$ cat src/rtl/float_sort_seq.sv
// Batch sorter for FP64 values: loads N values, bubble-sorts them with one shared comparator, and streams them out smallest first.
// Optional macro FLOAT_SORT_EARLY_EXIT_EN ends the sort after the first pass that performs no swap.

module f_less_or_equal #(
   parameter int FLEN  = 64,
   parameter int EXP_W = 11
) (
   input  logic [FLEN-1:0] a,
   input  logic [FLEN-1:0] b,
   output logic            res,
   output logic            err
);
   localparam int MAN_W = FLEN - 1 - EXP_W;

   logic a_nan;
   logic b_nan;
   logic both_zero;
   logic mag_le;
   logic mag_ge;
   logic ordered_le;

   assign a_nan     = (&a[FLEN-2:MAN_W]) && (|a[MAN_W-1:0]);
   assign b_nan     = (&b[FLEN-2:MAN_W]) && (|b[MAN_W-1:0]);
   assign both_zero = ~|{a[FLEN-2:0], b[FLEN-2:0]};
   assign mag_le    = a[FLEN-2:0] <= b[FLEN-2:0];
   assign mag_ge    = a[FLEN-2:0] >= b[FLEN-2:0];

   // Sign-magnitude ordering; the two zeros compare equal.
   always_comb begin
      ordered_le = 1'b0;
      if (both_zero) begin
         ordered_le = 1'b1;
      end else begin
         case ({a[FLEN-1], b[FLEN-1]})
            2'b00:   ordered_le = mag_le;
            2'b01:   ordered_le = 1'b0;
            2'b10:   ordered_le = 1'b1;
            default: ordered_le = mag_ge;
         endcase
      end
   end

   assign err = a_nan | b_nan;
   assign res = ~err & ordered_le;
endmodule

module float_sort_seq #(
   parameter  int N    = 4,
   localparam int FLEN = 64
) (
   input  logic            clk,
   input  logic            rst,
   input  logic            up_valid,
   input  logic [FLEN-1:0] up_data,
   output logic            up_ready,
   output logic            down_valid,
   output logic [FLEN-1:0] down_data,
   output logic            down_last,
   input  logic            down_ready,
   output logic            err,
   output logic            busy
);
   localparam int CW = $clog2(N) + 1;
   localparam int IW = $clog2(N);

   typedef enum logic [1:0] {LOAD, SORT, OUT} state_t;

   state_t          state_reg;
   logic [CW-1:0]   wr_cnt_reg;
   logic [CW-1:0]   rd_cnt_reg;
   logic [CW-1:0]   pass_reg;
   logic [CW-1:0]   j_reg;
   logic            err_reg;
   logic            down_valid_reg;
   logic            down_last_reg;
   logic            busy_reg;
`ifdef FLOAT_SORT_EARLY_EXIT_EN
   logic            swapped_reg;
`endif

   logic [FLEN-1:0] val_mem [N];

   logic [IW-1:0]   wr_idx;
   logic [IW-1:0]   rd_idx;
   logic [IW-1:0]   j_idx;
   logic [IW-1:0]   j_nxt;
   logic [CW-1:0]   j_last;
   logic [FLEN-1:0] cmp_a;
   logic [FLEN-1:0] cmp_b;
   logic            cmp_res;
   logic            cmp_err;
   logic            load_en;
   logic            swap_en;
   logic            pass_done;
   logic            sort_done;

   assign wr_idx = wr_cnt_reg[IW-1:0];
   assign rd_idx = rd_cnt_reg[IW-1:0];
   assign j_idx  = j_reg[IW-1:0];
   assign j_nxt  = j_idx + 1'b1;
   assign j_last = CW'(N - 2) - pass_reg;

   assign cmp_a = val_mem[j_idx];
   assign cmp_b = val_mem[j_nxt];

   f_less_or_equal #(.FLEN(FLEN), .EXP_W(11)) u_cmp (
      .a   (cmp_a),
      .b   (cmp_b),
      .res (cmp_res),
      .err (cmp_err)
   );

   assign load_en   = (state_reg == LOAD) && up_valid;
   assign swap_en   = (state_reg == SORT) && !cmp_res;
   assign pass_done = (state_reg == SORT) && (j_reg == j_last);

`ifdef FLOAT_SORT_EARLY_EXIT_EN
   // A pass with no swap anywhere proves the buffer is already ordered.
   assign sort_done = pass_done && ((pass_reg == CW'(N - 2)) || !(swapped_reg || swap_en));
`else
   assign sort_done = pass_done && (pass_reg == CW'(N - 2));
`endif

   // Buffer has no reset; its contents are only observed after a full load.
   always_ff @(posedge clk) begin
      if (load_en) begin
         val_mem[wr_idx] <= up_data;
      end else if (swap_en) begin
         val_mem[j_idx] <= cmp_b;
         val_mem[j_nxt] <= cmp_a;
      end
   end

   always_ff @(posedge clk or negedge rst) begin
      if (!rst) begin
         state_reg      <= LOAD;
         wr_cnt_reg     <= '0;
         rd_cnt_reg     <= '0;
         pass_reg       <= '0;
         j_reg          <= '0;
         err_reg        <= 1'b0;
         down_valid_reg <= 1'b0;
         down_last_reg  <= 1'b0;
         busy_reg       <= 1'b0;
`ifdef FLOAT_SORT_EARLY_EXIT_EN
         swapped_reg    <= 1'b0;
`endif
      end else begin
         case (state_reg)
            LOAD: begin
               if (up_valid) begin
                  if (wr_cnt_reg == CW'(N - 1)) begin
                     state_reg   <= SORT;
                     wr_cnt_reg  <= '0;
                     pass_reg    <= '0;
                     j_reg       <= '0;
                     busy_reg    <= 1'b1;
`ifdef FLOAT_SORT_EARLY_EXIT_EN
                     swapped_reg <= 1'b0;
`endif
                  end else begin
                     wr_cnt_reg <= wr_cnt_reg + 1'b1;
                  end
               end
            end
            SORT: begin
               err_reg <= err_reg | cmp_err;
               if (pass_done) begin
                  pass_reg    <= pass_reg + 1'b1;
                  j_reg       <= '0;
`ifdef FLOAT_SORT_EARLY_EXIT_EN
                  swapped_reg <= 1'b0;
`endif
                  if (sort_done) begin
                     state_reg      <= OUT;
                     rd_cnt_reg     <= '0;
                     down_valid_reg <= 1'b1;
                     down_last_reg  <= 1'b0;
                  end
               end else begin
                  j_reg <= j_reg + 1'b1;
`ifdef FLOAT_SORT_EARLY_EXIT_EN
                  if (swap_en) begin
                     swapped_reg <= 1'b1;
                  end
`endif
               end
            end
            OUT: begin
               if (down_ready) begin
                  if (down_last_reg) begin
                     state_reg      <= LOAD;
                     rd_cnt_reg     <= '0;
                     down_valid_reg <= 1'b0;
                     down_last_reg  <= 1'b0;
                     busy_reg       <= 1'b0;
                     err_reg        <= 1'b0;
                  end else begin
                     rd_cnt_reg    <= rd_cnt_reg + 1'b1;
                     down_last_reg <= (rd_cnt_reg + 1'b1) == CW'(N - 1);
                  end
               end
            end
            default: state_reg <= LOAD;
         endcase
      end
   end

   // Gated by the reset pin so up_ready drops the moment reset asserts.
   assign up_ready   = rst && (state_reg == LOAD);
   assign down_valid = down_valid_reg;
   assign down_data  = down_valid_reg ? val_mem[rd_idx] : '0;
   assign down_last  = down_last_reg;
   assign err        = err_reg;
   assign busy       = busy_reg;
endmodule

$ cat config.mk
export PLATFORM = sky130hd
export DESIGN_NAME = float_sort_seq
export DESIGN_NICKNAME = d
export VERILOG_FILES = /design/src/rtl/float_sort_seq.sv
export SDC_FILE = /design/constraint.sdc
export NUM_CORES = 1
export LEC_CHECK = 0
export ABC_AREA = 1
export BUFFER_PORTS_ARGS = -buffer_cell sky130_fd_sc_hd__buf_2
export CAP_MARGIN = 20
export CELL_PAD_IN_SITES_DETAIL_PLACEMENT = 0
export CELL_PAD_IN_SITES_GLOBAL_PLACEMENT = 1
export CORE_MARGIN = 2
export CORE_UTILIZATION = 36
export DETAILED_ROUTE_END_ITERATION = 12
export PLACE_DENSITY = 0.72
export REMOVE_ABC_BUFFERS = 1
export SYNTH_ARGS = -nofsm -noshare
export SYNTH_HDL_FRONTEND = slang
export SYNTH_HIERARCHICAL = 1
export SYNTH_SLANG_ARGS = --single-unit
$ cat constraint.sdc
create_clock -name clk -period 17.5 [get_ports clk]
set_input_delay 0.875 -clock clk [delete_from_list [all_inputs] [get_ports clk]]
set_output_delay 0.875 -clock clk [all_outputs]
set_load 0.01 [all_outputs]
== Word level (Yosys, flattened, before mapping) ==
Memories as Yosys holds them, arrays and structs flattened.
Index checks and enable logic that the tools add are counted.

* Bits in registers: 18
* Word-level logic and storage cells: 107
* Bits of input ports: 68
* Memories: 1
* Bits in writable memories: 256

* Reductions and logical operators: 27
* Eq/ne operators: 14
* Magnitude comparators: 2
* Mux-type cells: 44
* Bitwise logic cells: 4
* $add $sub $neg: 6

{| class="wikitable"
|+ Memories
! memory !! words !! bits a word !! rd ports !! clocked after memory_dff !! write ports !! RTL line !! source
|-
| val_mem || 4 || 64 || 3 || 0 || 2 || 81 || <nowiki>logic [FLEN-1:0] val_mem [N];</nowiki>
|}

{| class="wikitable"
|+ Operator list
! operator !! count
|-
| two-way mux 64 bit || 2
|-
| OR reduction 126 bit || 1
|-
| OR reduction 52 bit || 2
|-
| OR reduction 64 bit || 1
|-
| >= comparator 63 bit || 1
|-
| less-or-equal comparator 63 bit || 1
|-
| two-way mux 3 bit || 9
|-
| AND reduction 11 bit || 2
|-
| one-hot mux 3 bit (2 select lines) || 3
|-
| two-way mux 1 bit || 17
|-
| two-way mux 2 bit || 7
|-
| adder 3 x 1 -> 3 bit, second input constant || 4
|-
| inequality test 2 bit, second input constant || 5
|-
| AND reduction 5 bit || 2
|-
| == test 3 x 2 -> 1 bit, second input constant || 3
|-
| one-hot mux 1 bit (2 select lines) || 4
|-
| AND reduction 4 bit || 2
|-
| logical AND 1 bit || 7
|-
| one-hot mux 2 bit (3 select lines) || 1
|-
| AND reduction 3 bit || 2
|-
| AND reduction 6 bit || 1
|-
| nonzero test 2 bit || 3
|-
| == test 2 x 1 -> 1 bit, second input constant || 2
|-
| == test 2 bit, second input constant || 2
|-
| other kinds (11) || 13
|}

== Depth between registers and ports, before layout ==
An unclocked memory read counts as a cell.

* Depth after elaboration: 14
* Depth in mapped cells: 37
* Mapped depth without buffers: 30

== By module ==
Netlist, hierarchy kept.

{| class="wikitable"
|+ Modules (own cells, without submodules)
! module !! cells an instance !! sequential area each (um^2) !! area an instance (um^2) !! times used
|-
| float_sort_seq || 2463 || 8137.8 || 19706.4 || 1
|-
| f_less_or_equal || 422 || 0.0 || 2347.3 || 1
|}

== Worst setup path after synthesis ==
OpenSTA, ideal clock, no wires.

* Kind: register to register
* Start: register j_reg[0]
* End: memory val_mem[2][0] (enable)
* Required time: 16926 ps
* Setup slack: 8478 ps
* Data arrival time: 8448 ps
* Stages on the path, launching flop included: 34
* Path through: dfrtp_1 buf_6 buf_6 inv_6 buf_6 buf_6 ha_1 inv_1 buf_2 buf_1 a21oi_1 o21ai_0 nand2_1 inv_1 inv_2 ha_1 a21o_1 nor2_1 nand2_1 nand2_1 nand2_1 a21oi_1 nand2_1 nand2_1 nand2_1 nand3_1 nand2_1 inv_1 nor2_8 buf_2 or2_2 o21ai_0 nand2_1 o21ai_0

{| class="wikitable"
|+ RTL lines
! item !! RTL line !! source
|-
| start, declared || 72 || <nowiki>logic [CW-1:0] j_reg;</nowiki>
|-
| start signal, assigned || 181 || <nowiki>j_reg <= j_reg + 1'b1;</nowiki>
|-
| end, declared || 81 ||
|}

==> results.toml <==
[route]
vias_per_cell = 5.66
num_vias = 20900
wl_per_cell_um = 20.1
drtAntennaViolNets = 0
drc = 0
drt_pass1_iterations = 6
wirelength_um = 73900
drtIter0Drc = 1589

[placed_design]
gp_congestion = 0.833
numPortBuffers = 136
dp_hpwl_um = 45200

[die]
die_w_um = 252
num_io_pins = 137
num_rows = 90
dieHeight_um = 252
core_region_area_um2 = 60500
initial_core_util = 0.365
dieArea_um2 = 63300

[cts]
post_cts_buffers = 0
cts_resized = 0
cts_tree = "yes"
path_clk_slew_ns = 0.06
cts_htree_levels = 2
root_buffer = "clkbuf_16"
postCtsHoldBufs = 0
cts.sinks = 274
clock_path_buffers = 3
cts_buffers = 35
clk_latency_ns = 0.55

[final_layout]
drive_above_1_share = 0.178
nFillCells = 6121
regMostFlops = "val_mem"
antenna_cells = 0
largest_reg_flops = 256
num-nets-final = 3019
syn2layout_area_growth_pct = 9.35

[sta]
finalSetupViolations = 0
final_max_slew_viol_count = 0
fin_crit_ns = 8.89
hold_ws_ns = 0.262
relSlewSlack = 0.251
rsz0062_at_grt = "no"
fin_skew_ns = 0.0179
fmax_mhz = 112
timing.final.hold_violations = 0
worst_slew_pin_slew_ns = 1.12
fin_crit_sh = 0.508

[yosys]
syn_area_um2 = 22100
synth_edf_count = 256
synthDistinctLibCells = 40
yosysWarningCount = 6
syn_inst = 2885
synth_top_flop_cell = "edfxtp_1"
yosysSeqAreaShare = 0.369
syn_area_per_cell_um2 = 7.64
synth-seq-cells = 274
synth_async_sr_flop_share = 0.0657

[critical_path]
critPathLaunchType = "flip-flop"
path_class = "reg -> reg"
cp.required_ns = 17.67
worst-path-max-fanout = 99
cp.arrival_ns = 9.06
endpoint_kind = "flip-flop"

[flow_run]
drv_cap = 0

[global_routing]
grt_max_degree = 194
grt_pass1_vias = 19800
grt_pass1_wl_um = 113000
grt_overflow = 0
track_usage = 0.228
antenna_found_initial = 0

[run_status]
outcome = "completed"

[hold_path]
hold_class = "in -> async"
-- critical path, stage by stage (launching register included) --
cell and delay, ns:
dfrtp_4 0.76, inv_8 0.60, ha_2 0.42, inv_2 0.49, buf_4 0.73, a21oi_1 0.07, o21ai_0 0.11, nand2_1 0.13
inv_1 0.10, inv_1 0.06, ha_1 0.29, nand4_1 0.17, nor2_1 0.19, nand3_1 0.15, nor3_1 0.20, nand2_1 0.10
nand2_1 0.06, nand2_1 0.04, nand2_1 0.05, nand3_1 0.06, nand2_1 0.06, inv_1 0.09, nor2_8 0.55, buf_4 0.76
or2_2 0.24, o211ai_1 0.19, o21ai_4 0.81, buf_4 0.76
-- path summary, 6_finish.rpt --
kind | slack (ns) | endpoint | cells after the start | startpoint
worst max-delay path | 8.61 | val_mem[1][60] | 27 | j_reg[0]
worst min-delay path | 0.26 | busy | 1 | rst
worst max register to register | 8.61 | val_mem[1][60] | 27 | j_reg[0]
worst min register to register | 0.50 | err | 2 | err
max in group asynchronous | 16.88 | j_reg[1] | 1 | rst
min in group clk | 0.50 | err | 2 | err
-- area by class of cell --
type                    count  area [um2]  area share
multi-input cells        2028       11500       0.476
flip-flops and latches    274        8150       0.338
inverters                 379        1430      0.0594
well taps                 782         978      0.0406
clock buffers              41         941      0.0390
repair buffers            160         873      0.0362
clock inverters            20         267      0.0111
-- through the flow --
stage / cell area, um2 / setup TNS [ns] / std cells / util / setup WS (ns)
3_3_place_gp: 22900 / 0 / 3623 / 0.379 / 8.69
5_1_grt: 24100 / 0 / 3684 / 0.399 / 8.03
3_5_place_dp: 22900 / 0 / 3623 / 0.379 / 8.67
2_1_floorplan: 21000 / -93.56 / 2681 / - / -1.35
4_1_cts: 24100 / 0 / 3684 / 0.399 / 8.63
6_report: 24100 / 0 / 3684 / 0.399 / 8.61
-- synthesized netlist by cell type, types with 18 or more instances --
| library cell | n | area share |
|---|---|---|
| clkbuf_1 | 77 | 0.013 |
| o21ai_0 | 151 | 0.034 |
| a21oi_1 | 271 | 0.062 |
| nand3_1 | 284 | 0.064 |
| nand2_1 | 450 | 0.077 |
| buf_1 | 37 | 0.0063 |
| o21ai_1 | 318 | 0.072 |
| buf_2 | 55 | 0.012 |
| dfrtp_1 | 18 | 0.020 |
| inv_1 | 360 | 0.061 |
| or2_2 | 65 | 0.018 |
| nand2_2 | 93 | 0.026 |
| nand4_1 | 26 | 0.0074 |
| o211ai_2 | 101 | 0.057 |
| buf_6 | 28 | 0.014 |
| edfxtp_1 | 256 | 0.35 |
| ha_1 | 73 | 0.041 |
| nor2_1 | 49 | 0.0083 |
| o211ai_1 | 92 | 0.031 |
-- metal layers --
layer,up-vias,routed length [um],GRT usage
li1,10100,-,-
met1,9940,31800,0.296
met2,731,34900,0.387
met3,144,4630,0.0303
met4,0,2540,0.0852
met5,-,0,0
-- cells in the final DEF, fill, tap and decap left out, drive strengths merged, types with 66 or more instances in the layout --
master	count
o211ai	193
inv	375
edfxtp	256
nand3	284
or2	66
o21ai	469
ha	73
nand2	544
buf	160
a21oi	279
-- logic make-up (layout without fill, tap and decap cells) --
group	Yosys count	in the layout	synth area share
AOI/OAI and AO/OA	945	945	0.261
xor gates and xnor gates	2	2	0.000794
DFF	274	274	0.369
adders and majority gates	73	73	0.0414
buffers and inverters	583	600	0.114
and+or+nand+nor	1008	1008	0.214
Power is left out: the tool's default activity adds up to more than one toggle a clock period on the data nets, which glitch-free logic cannot reach.
